<file path="src/rtl/register_file_pkg.sv">
// Shared RV32I definitions: register-file geometry, ABI register names and
// the read-port forwarding predicate.
package rv32i_defs;

    localparam int unsigned REG_ADDR_W = 5;
    localparam int unsigned REG_COUNT  = 32;
    localparam int unsigned XLEN       = 32;

    typedef enum logic [REG_ADDR_W-1:0] {
        ZERO = 5'd0,  RA  = 5'd1,  SP  = 5'd2,  GP  = 5'd3,
        TP   = 5'd4,  T0  = 5'd5,  T1  = 5'd6,  T2  = 5'd7,
        S0   = 5'd8,  S1  = 5'd9,  A0  = 5'd10, A1  = 5'd11,
        A2   = 5'd12, A3  = 5'd13, A4  = 5'd14, A5  = 5'd15,
        A6   = 5'd16, A7  = 5'd17, S2  = 5'd18, S3  = 5'd19,
        S4   = 5'd20, S5  = 5'd21, S6  = 5'd22, S7  = 5'd23,
        S8   = 5'd24, S9  = 5'd25, S10 = 5'd26, S11 = 5'd27,
        T3   = 5'd28, T4  = 5'd29, T5  = 5'd30, T6  = 5'd31
    } abi_reg_e;

    // A pending write targets this read port; x0 is never forwarded.
    function automatic logic fwd_hit(input logic                  wr_ena,
                                     input logic [REG_ADDR_W-1:0] wr_addr,
                                     input logic [REG_ADDR_W-1:0] rd_addr);
        return wr_ena && (wr_addr == rd_addr) && (rd_addr != REG_ADDR_W'(0));
    endfunction

endpackage

</file>
<file path="src/rtl/register_file_if.sv">
// Write-port / dual-read-port bundle between writeback, operand fetch and the register file.
interface register_file_if
    import rv32i_defs::*;
#(
    parameter int unsigned N = 32
);
    logic                  wr_ena;
    logic [REG_ADDR_W-1:0] wr_addr;
    logic [N-1:0]          wr_data;
    logic [REG_ADDR_W-1:0] rd_addr0;
    logic [N-1:0]          rd_data0;
    logic [REG_ADDR_W-1:0] rd_addr1;
    logic [N-1:0]          rd_data1;

    modport master (
        output wr_ena, wr_addr, wr_data, rd_addr0, rd_addr1,
        input  rd_data0, rd_data1
    );

    modport slave (
        input  wr_ena, wr_addr, wr_data, rd_addr0, rd_addr1,
        output rd_data0, rd_data1
    );
endinterface

</file>
<file path="src/rtl/register_file_decoder.sv">
// One-hot write-enable decode of a 5-bit register index, gated by the write enable.
module decoder_5_to_32
    import rv32i_defs::*;
(
    input  logic                  ena,
    input  logic [REG_ADDR_W-1:0] addr,
    output logic [REG_COUNT-1:0]  onehot
);
    always_comb begin
        onehot = '0;
        if (ena) begin
            onehot[addr] = 1'b1;
        end
    end
endmodule

</file>
<file path="src/rtl/register_file_mux.sv">
// Generic 32:1 read-select multiplexer, W bits wide.
module mux_32_to_1
    import rv32i_defs::*;
#(
    parameter int unsigned W = 32
)(
    input  logic [W-1:0]          din [REG_COUNT],
    input  logic [REG_ADDR_W-1:0] sel,
    output logic [W-1:0]          dout
);
    assign dout = din[sel];
endmodule

</file>
<file path="src/rtl/register_file.sv">
// 31 x N-bit register file with hardwired-zero x0, one synchronous write port,
// two combinational read ports and optional same-cycle write forwarding.
module register_file
    import rv32i_defs::*;
#(
    parameter int unsigned N      = 32,
    parameter bit          BYPASS = 1'b1
)(
    input  logic             clk,
    input  logic             rst_n,
    register_file_if.slave   bus
);
    logic [REG_COUNT-1:0] wr_sel;
    logic [N-1:0]         regs [REG_COUNT];
    logic [N-1:0]         mux_out0;
    logic [N-1:0]         mux_out1;
    logic                 unused_sel0;

    decoder_5_to_32 u_dec (
        .ena    (bus.wr_ena),
        .addr   (bus.wr_addr),
        .onehot (wr_sel)
    );

    // x0 has no storage, so its decoded enable is simply dropped.
    assign unused_sel0 = wr_sel[0];
    assign regs[0]     = '0;

    for (genvar i = 1; i < REG_COUNT; i++) begin : g_reg
        logic [N-1:0] q;

        always_ff @(posedge clk or negedge rst_n) begin
            if (!rst_n) begin
                q <= '0;
            end else if (wr_sel[i]) begin
                q <= bus.wr_data;
            end
        end

        assign regs[i] = q;
    end

    mux_32_to_1 #(.W(N)) u_mux0 (
        .din  (regs),
        .sel  (bus.rd_addr0),
        .dout (mux_out0)
    );

    mux_32_to_1 #(.W(N)) u_mux1 (
        .din  (regs),
        .sel  (bus.rd_addr1),
        .dout (mux_out1)
    );

    // Forwarding is suppressed in reset; stored contents are already zero then.
    always_comb begin
        bus.rd_data0 = mux_out0;
        bus.rd_data1 = mux_out1;
        if (BYPASS && rst_n) begin
            if (fwd_hit(bus.wr_ena, bus.wr_addr, bus.rd_addr0)) begin
                bus.rd_data0 = bus.wr_data;
            end
            if (fwd_hit(bus.wr_ena, bus.wr_addr, bus.rd_addr1)) begin
                bus.rd_data1 = bus.wr_data;
            end
        end
    end
endmodule

</file>
<file path="src/flat_wrapper.sv">
// flat-port wrapper written by rule: the top's interface ports become plain ports
module register_file_flat import rv32i_defs::*;
#(
    parameter int unsigned N      = 32,
    parameter bit          BYPASS = 1'b1
)
  (clk, rst_n, bus_wr_ena, bus_wr_addr, bus_wr_data, bus_rd_addr0, bus_rd_addr1, bus_rd_data0, bus_rd_data1);
  register_file_if #(.N(N)) bus_i ();
  input  logic clk;
  input  logic rst_n;
  input wire logic [$bits(bus_i.wr_ena)-1:0] bus_wr_ena;
  input wire logic [$bits(bus_i.wr_addr)-1:0] bus_wr_addr;
  input wire logic [$bits(bus_i.wr_data)-1:0] bus_wr_data;
  input wire logic [$bits(bus_i.rd_addr0)-1:0] bus_rd_addr0;
  input wire logic [$bits(bus_i.rd_addr1)-1:0] bus_rd_addr1;
  output wire logic [$bits(bus_i.rd_data0)-1:0] bus_rd_data0;
  output wire logic [$bits(bus_i.rd_data1)-1:0] bus_rd_data1;
  assign bus_i.wr_ena = bus_wr_ena;
  assign bus_i.wr_addr = bus_wr_addr;
  assign bus_i.wr_data = bus_wr_data;
  assign bus_i.rd_addr0 = bus_rd_addr0;
  assign bus_i.rd_addr1 = bus_rd_addr1;
  assign bus_rd_data0 = bus_i.rd_data0;
  assign bus_rd_data1 = bus_i.rd_data1;
  register_file #(.N(N), .BYPASS(BYPASS)) u_core (.clk(clk), .rst_n(rst_n), .bus(bus_i));
endmodule
</file>
<file path="config.mk">
export PLATFORM = sky130hd
export DESIGN_NAME = register_file_flat
export DESIGN_NICKNAME = d
export VERILOG_FILES = /design/src/rtl/register_file_pkg.sv /design/src/rtl/register_file_if.sv /design/src/rtl/register_file_decoder.sv /design/src/rtl/register_file_mux.sv /design/src/rtl/register_file.sv /design/src/flat_wrapper.sv
export SDC_FILE = /design/constraint.sdc
export NUM_CORES = 2
export LEC_CHECK = 0
export CORE_ASPECT_RATIO = 1.25
export CORE_MARGIN = 3
export CORE_UTILIZATION = 40
export DETAILED_ROUTE_END_ITERATION = 6
export PLACE_DENSITY = 0.55
export SYNTH_ARGS = -nofsm -noshare
export SYNTH_HDL_FRONTEND = slang
export SYNTH_HIERARCHICAL = 1
export SYNTH_SLANG_ARGS = --single-unit
</file>
<file path="constraint.sdc">
create_clock -name clk -period 2.6 [get_ports clk]
set_clock_uncertainty 0.05 [all_clocks]
set_input_delay 0.52 -clock clk [delete_from_list [all_inputs] [get_ports clk]]
set_output_delay 0.52 -clock clk [all_outputs]
set_load 0.02 [all_outputs]
</file>
==> out/metrics.cfg <==
[placed_design]
place_congestion = 0.840
dp.final_hpwl_mm = 123
io_buffer_count = 113

[critical_path]
required_ps = 2030
worstSetupPathType = in -> out
critPathSlowestCell = mux2_4
r2r-start = u_core/g_reg[7].q[6]
timing.rr.end = u_core/g_reg[7].q[6]
reg2reg_depth = 2
cp_slowest_stage_delay_ps = 290
cp_top_family = buffers and inverters
cp_max_fo = 10
path_cells = buf_8 -> buf_6 -> nor2b_4 -> buf_12 -> buf_16 -> buf_4 -> buf_12 -> a22oi_1 -> a31oi_1 -> nand3_1 -> mux2_4 -> buf_6
r2r_slack_ps = 1640
critPathLaunchType = primary input
crit_buf_inv = 7
endpoint_kind = output pin
crit_arrival_ps = 2420

[floorplanning]
rows = 152
die-area_sq_um = 145000
initial_core_util = 0.405
io_pins = 114
die_w_um = 341
core_area_sq_um = 138000
die_h_um = 424

[synthesis]
avgSynthCellArea_sq_um = 12.0
yosys_warnings = 6
syn_area_sq_um = 56000
synth_cells = 4657

[finish]
regMostFlops = u_core/g.q
syn_to_final_growth_pct = 29.6
final_util = 0.525
largest_reg_flops = 992
reg_top3 = u_core/g.q x992
drive_above_1_share = 0.427
nets = 5238

[min_path]
hold_path.class = in -> async

[route]
ant_nets = 0
first_pass_iters = 6
dr_wl_met3_mm = 10.3
vias = 41500
drc_errors = 0
wl_met1_mm = 86.9
totalWireLength_mm = 197
top_layer = met4
drt-initial-drc-count = 3249
viasPerCell = 5.82
dr_wl_met2_mm = 93.0
avgRoutedWirePerCell_um = 27.6

[global_routing]
grt-ovfl-total = 0
grt_usage = 0.265
grt_pass1_vias = 42900
grt_first_pass_wirelength_mm = 289
grt_max_degree = 163
antenna_found_initial = 6

[clocking]
cts_buffers = 107
path_clk_slew_ps = 60
clk_latency_ps = 730
htree_levels = 3
cts.path.max_buffers = 3
cts_root_buf = clkbuf_16
clkSinkCount = 992
tritoncts = done

[sta]
setup-violations-final = 64
layout_min_cycle_time_ps = 2990
slew_viol_final = 0
tightest_slew_ps = 1000
fin_crit_sh = 1.15
fmax_mhz = 334
slew_headroom = 0.331
rsz0062_at_grt = true
hold_ws_ps = 278
hold_viol = 0
fin_ws_ps = -391

[run_status]
violations = negative setup slack
outcome = finished, violations left

[power_and_ir_drop]
p_leak_nw = 33.7
cellPowerDensity_nw_per_um2 = 672
peakVddDrop_v = 0.000548

[flow_run]
maxCapViolations = 0

==> worst min-delay path, stage by stage <==
cell,delay (ps)
buf_8,100
dlygate4sd3_1,590
buf_4,190
==> cells in the final DEF (no fill, tap or decap), drive strengths merged, types with 2 or more instances in the layout <==
master / instances
nor3: 64
and2: 2
a31oi: 64
a22oi: 192
clkdlybuf4s15: 3
nand4bb: 3
dfrtp: 992
xnor2: 8
or2: 3
clkdlybuf4s50: 32
clkinvlp: 5
bufbuf: 7
nand2b: 6
nand4b: 3
and2b: 2
bufinv: 14
mux2: 1056
mux2i: 1024
inv: 3
nor2b: 2
a22o: 128
clkinv: 28
nand2: 197
nand3: 196
clkbuf: 161
a21oi: 192
o41ai: 2
buf: 782
dlygate4sd2: 6
nor2: 35
conb: 64
==> metal layers <==
metal  global-route usage  vias to the layer above
met1                0.361                    21700
met3               0.0340                      338
li1                     -                    18200
met4               0.0885                        0
met2                0.436                     1257
met5                    0                        -
==> worst max-delay path by stage <==
stage	startpoint	to	slack, ps	cells after the start
5_1_grt	u_core/g_reg[6].q[1]	bus_rd_data1[1]	-470	8
3_3_place_gp	bus_rd_addr1[2]	bus_rd_data1[22]	-1420	10
4_1_cts	u_core/g_reg[6].q[1]	bus_rd_data1[1]	-460	8
2_1_floorplan	bus_rd_addr1[1]	bus_rd_data1[20]	130	9
6_report	bus_rd_addr0[0]	bus_rd_data0[19]	-390	12
3_5_place_dp	bus_rd_addr1[2]	bus_rd_data1[11]	-1400	11
==> metrics by stage <==
step                setup TNS [ps]  cells  instance area (sq um)  setup slack, ps  total power, W
floorplan                        0   4720                  56200              125          0.0275
CTS                         -21310   7091                  71800             -463          0.0488
global route                -22740   7130                  72600             -466          0.0510
finish                      -18910   7130                  72600             -391          0.0488
detailed placement         -123380   6747                  64300            -1400          0.0313
global placement           -117800   6747                  64300            -1420          0.0310
==> timing repair <==
| item | CTS | global route |
|---|---|---|
| cloned | 32 | 8 |
| buffers inserted | 130 | 40 |
| gates resized for setup | 718 | 92 |
| hold endpoints to repair | 1 | 0 |
| hold buffers | 1 | 0 |
| endpoints found under the setup margin | 64 | 64 |
| pin swaps | 179 | 135 |
==> cell type report <==
class	instances	area (sq um)
fill	11900	65700
multi-input combinational	3247	30500
sequential	992	24800
timing repair buffer	840	11100
clock buffer	152	3090
tap	1848	2310
clock inverter	50	727
antenna	1	2.50
==> report_power, final <==
part	switching, W	total, W	internal [W]	leakage, nW
Sequential	0.00229	0.0208	0.0185	12.7
Combinational	0.00515	0.0114	0.00629	19.1
Clock	0.00684	0.0166	0.00971	1.86
Total	0.0143	0.0488	0.0345	33.7
No activity file was read; power rests on OpenSTA's default activity.
